### config.mk
export PLATFORM = sky130hd
export DESIGN_NAME = quad_decoder
export DESIGN_NICKNAME = d
export VERILOG_FILES = /design/src/rtl/quad_decoder.sv
export SDC_FILE = /design/constraint.sdc
export NUM_CORES = 1
export LEC_CHECK = 0
export ABC_AREA = 1
export CORE_MARGIN = 3
export CORE_UTILIZATION = 31
export CTS_CLUSTER_DIAMETER = 100
export DETAILED_ROUTE_END_ITERATION = 16
export PLACE_DENSITY = 0.48
export SYNTH_ARGS = -nofsm -noshare
export SYNTH_HDL_FRONTEND = slang
export SYNTH_SLANG_ARGS = --single-unit
### constraint.sdc
create_clock -name clk -period 2.15 [get_ports clk]
set_input_delay 0.43 -clock clk [delete_from_list [all_inputs] [get_ports clk]]
set_output_delay 0.43 -clock clk [all_outputs]
set_load 0.05 [all_outputs]
### src/rtl/quad_decoder.sv
// Quadrature encoder front end: 2-FF sync, per-channel glitch filter, direction/position decode, illegal-edge flagging.
// Latency FILTER_LEN+3 cycles from input edge to tick; no backpressure, tick/err are free-running one-cycle strobes.
module quad_decoder #(
  parameter int FILTER_LEN  = 4,
  parameter int DECODE_MODE = 4,
  parameter int POS_W       = 32
) (
  input  logic             clk,
  input  logic             rst,
  input  logic             enc_a,
  input  logic             enc_b,
  input  logic             clr_pos,
  output logic             tick,
  output logic             dir,
  output logic [POS_W-1:0] position,
  output logic             err,
  output logic [7:0]       err_count
);

  localparam logic [3:0] FLT_LAST  = 4'(FILTER_LEN - 1);
  localparam logic [4:0] INIT_LAST = 5'(FILTER_LEN + 1);

  typedef enum logic {INIT, RUN} state_t;

  state_t     state;
  logic [4:0] init_cnt;
  // Channel vectors are {A, B}.
  logic [1:0] raw, meta, sync, filt, prev;
  logic [3:0] fcnt [2];
  logic       a_chg, b_chg, illegal, legal, fwd, counted;

  assign raw = {enc_a, enc_b};

  always_ff @(posedge clk) begin
    if (rst) begin
      meta <= '0;
      sync <= '0;
    end else begin
      meta <= raw;
      sync <= meta;
    end
  end

  always_ff @(posedge clk) begin
    for (int ch = 0; ch < 2; ch++) begin
      if (rst) begin
        filt[ch] <= 1'b0;
        fcnt[ch] <= '0;
      end else if (state == INIT) begin
        filt[ch] <= sync[ch];
        fcnt[ch] <= '0;
      end else if (sync[ch] == filt[ch]) begin
        fcnt[ch] <= '0;
      end else if (fcnt[ch] == FLT_LAST) begin
        filt[ch] <= sync[ch];
        fcnt[ch] <= '0;
      end else begin
        fcnt[ch] <= fcnt[ch] + 4'd1;
      end
    end
  end

  // Forward (A leads B) means the new state is {~B_prev, A_prev}.
  always_comb begin
    a_chg   = filt[1] ^ prev[1];
    b_chg   = filt[0] ^ prev[0];
    illegal = a_chg & b_chg;
    legal   = a_chg ^ b_chg;
    fwd     = (filt == {~prev[0], prev[1]});
    counted = 1'b0;
    if (DECODE_MODE == 1)
      counted = legal & a_chg & filt[1];
    else if (DECODE_MODE == 2)
      counted = legal & a_chg;
    else
      counted = legal;
  end

  always_ff @(posedge clk) begin
    if (rst) begin
      state     <= INIT;
      init_cnt  <= '0;
      prev      <= '0;
      tick      <= 1'b0;
      dir       <= 1'b0;
      err       <= 1'b0;
      position  <= '0;
      err_count <= '0;
    end else begin
      tick <= 1'b0;
      err  <= 1'b0;
      case (state)
        INIT: begin
          // Track the synced lines so RUN starts with prev == filt.
          prev <= sync;
          if (init_cnt == INIT_LAST)
            state <= RUN;
          else
            init_cnt <= init_cnt + 5'd1;
        end
        RUN: begin
          prev <= filt;
          if (illegal) begin
            err <= 1'b1;
            if (err_count != 8'hFF)
              err_count <= err_count + 8'd1;
          end
          if (legal)
            dir <= fwd;
          if (counted)
            tick <= 1'b1;
        end
        default: state <= INIT;
      endcase
      if (clr_pos)
        position <= '0;
      else if (state == RUN && counted)
        position <= fwd ? position + POS_W'(1) : position - POS_W'(1);
    end
  end

endmodule
==> impl_metrics.ini, run 1 <==
[timing]
worstMarginPinSlew_ns = 0.537
final_max_slew_viol_count = 0
hold_violations = 0
max_slew_margin = 0.641
fin_setup_tns_ns = -0.532
setup_slack_ns = -0.112
setup_viol = 13
skew_ns = 0.0118
rsz0062_at_grt = true
min_period_ns = 2.26
clock.fmax_mhz = 442
post-route-period-util = 1.05

[place]
hpwl_um = 11200
place_inst = 1140
gp_congestion = 0.913
portBuffers = 47

[power_and_ir_drop]
p_per_area_nw_per_um2 = 504
seqPwrFrac = 0.322
p_sw_w = 0.00130
switching_share = 0.330
p_int_w = 0.00265
p_leak_nw = 4.04
comb_power_share = 0.305
ir_worst_vdd_mv = 0.371
clkPwrFrac = 0.373

[die]
die_y_um = 135
fp.dieArea_um2 = 18100
initial_core_util = 0.320
core_region_area_um2 = 16100
fp-row-count = 46
die_x_um = 135
ioPinCount = 48

[hold_path]
hold_start = meta[0]
hold_class = reg2reg

[synth]
synth_cell_types = 39
postSynthCellCount = 827
ys_seq_area_frac = 0.269
synth_area_um2 = 5130
yosysWarnings = 0
ys_seq_elements = 65
syn_avg_cell_area_um2 = 6.21

[clocking]
clk_latency_ns = 0.34
clockRootBuffer = clkbuf_16
cts_max_path_buffers = 2
cts_tree = built
cts_made_buffers = 9
clock_sinks = 65
ctsHoldBuffers = 0
htreeDepth = 3
path_clk_slew_ns = 0.06

[worst_setup_path]
cpMaxStageDelayCell = dfxtp_4
path_max_fanout = 7
slowest_delay_ns = 0.36
cp_data_required_time_ns = 2.38
worst_ep_arrival_time_ns = 2.49
crit_chain = xor2_4 > nand2_8 > buf_16 > clkinv_8 > fa_2 > inv_2 > nand3_2 > nand3_4 > nand3_4 > nand3_4 > nand2_1 > nand3_1 > nand3_1 > nand2_1 > inv_1
regToRegStartpoint = filt[1]
crit_path_end_kind = register
crit_family = simple AND/OR/NAND/NOR gates
crit_buf_inv = 4
cpMostUsedCell = nand3_4
start_kind = register
path_class = reg2reg
startpoint = filt[1]

[run_status]
violations = negative setup slack
outcome = finished, violations left

[cells_and_area]
fillerInstances = 1554
finalNonFillerCells = 1168
fin_nets = 992
final_common_cell = nand2_1
mostFrequentLayoutCells = nand2_1, inv_1, nand2_2
multi_input_area_um2 = 4090
drive_gt1_frac = 0.318
syn_to_final_growth_pct = 52.7
utilization = 0.488
seq_area_um2 = 1390
antennaDiodeCount = 0

[drt]
via_per_inst = 4.47
post_drt_wl_per_cell_um = 12.9
drt-initial-drc-count = 168
antenna_left = 0
dr.pass1.iters = 4
drc = 0
wirelength_um = 15100
dr_total_vias = 5219

[grt]
grt_pass1_wl_um = 24700
antenna_found_initial = 0
grt_overflow = 0
grt_max_degree = 49
grt_pass1_vias = 5066
grt_use_total = 0.169

[flow_run]
cap_violations = 0
registers in the layout, summed over array words and instances (netlist names), 2 cells and up:
signal     count
prev           2
meta           2
position      32
filt           2
init_cnt       5
err_count      8
fcnt           8
sync           2
through the flow:
| step | area (um^2) | hold slack, ns | total power (W) | worst slack [ns] |
|---|---|---|---|---|
| floorplan | 5530 | 0.388 | 0.00191 | -0.00252 |
| detailed placement | 6690 | 0.398 | 0.00221 | -0.226 |
| global route | 7840 | 0.425 | 0.00418 | -0.258 |
| finish | 7840 | 0.407 | 0.00395 | -0.112 |
| CTS | 7200 | 0.411 | 0.00379 | -0.0930 |
| global placement | 6690 | 0.404 | 0.00220 | -0.164 |
synthesized netlist by cell type, drive strengths merged:
| library cell | n | area share |
|---|---|---|
| a211o | 2 | 0.0034 |
| a21o | 1 | 0.0015 |
| a21oi | 42 | 0.045 |
| and2 | 1 | 0.0012 |
| buf | 6 | 0.0063 |
| clkbuf | 5 | 0.0037 |
| clkinv | 1 | 0.00073 |
| conb | 1 | 0.00073 |
| dfxtp | 57 | 0.22 |
| edfxtp | 8 | 0.047 |
| fa | 1 | 0.0039 |
| ha | 39 | 0.095 |
| inv | 186 | 0.14 |
| nand2 | 254 | 0.19 |
| nand3 | 53 | 0.059 |
| nand4 | 3 | 0.0037 |
| nor2 | 68 | 0.054 |
| nor3 | 3 | 0.0039 |
| nor3b | 1 | 0.0015 |
| o211ai | 1 | 0.0015 |
| o21a | 1 | 0.0015 |
| o21ai | 49 | 0.048 |
| o21bai | 18 | 0.027 |
| o31ai | 1 | 0.0015 |
| or2 | 5 | 0.0061 |
| xnor2 | 2 | 0.0034 |
| xor2 | 18 | 0.031 |
worst reg2reg max path, delay by kind of cell (launching register included):
kind,cells,cell delay (ns)
flip-flops,1,0.36
buffers and inverters,4,0.32
adder cells (fa/ha/maj),1,0.36
AND/OR/NAND/NOR,9,0.91
XOR/XNOR,1,0.19
logic make-up after synthesis:
family | Yosys count | share of synthesized area
buf+inv | 198 | 0.147
compound gates | 115 | 0.129
flops | 65 | 0.269
other cells | 1 | 0.000731
xor+xnor | 20 | 0.0341
simple gates | 388 | 0.322
fa+ha+maj | 40 | 0.0990
layout make-up:
type                       count  share of cell area
clock inverter                 5             0.00718
clock buffer                  11              0.0297
sequential                    65               0.178
inverter                     187              0.0918
multi-input combinational    571               0.521
tap                          216              0.0345
timing repair buffer         113               0.138
worst paths after layout:
kind                            depth (start not counted)  slack [ns]           end
worst max register to register                         15       -0.11  position[28]
worst min-delay path                                    2        0.41       sync[0]
worst min register to register                          2        0.41       sync[0]
worst max-delay path                                   15       -0.11  position[28]
timing repair:
action	CTS	global route
gates cloned	1	0
endpoints found under the setup margin	22	27
buffers inserted	4	10
resized for setup	46	156
pin swaps	13	49
per-layer routing:
layer  up-vias  wire length (um)  track usage
met2        74              6990        0.278
met3        23               468       0.0320
met4         0               347       0.0571
met1      2345              7250        0.223
met5         -                 0            0
li1       2777                 -            -
power groups by stage:
stage	registers, W	clock network, W	logic [W]
floorplan	0.00131	0	0.000602
global placement	0.00130	0	0.000904
detailed placement	0.00130	0	0.000907
CTS	0.00127	0.00153	0.000989
global route	0.00128	0.00157	0.00133
finish	0.00127	0.00147	0.00120
Note: power is estimated with default switching activity, not from simulation.
==> run 2, diff against run 1 <==
--- a/config.mk
+++ b/config.mk
@@ -11,6 +11,7 @@
 export CTS_CLUSTER_DIAMETER = 100
 export DETAILED_ROUTE_END_ITERATION = 16
 export PLACE_DENSITY = 0.48
+export SLEW_MARGIN = 30
 export SYNTH_ARGS = -nofsm -noshare
 export SYNTH_HDL_FRONTEND = slang
 export SYNTH_SLANG_ARGS = --single-unit
==> results of run 2 <==
Same layout as run 1: the final DEF is identical, and so are final timing and power.
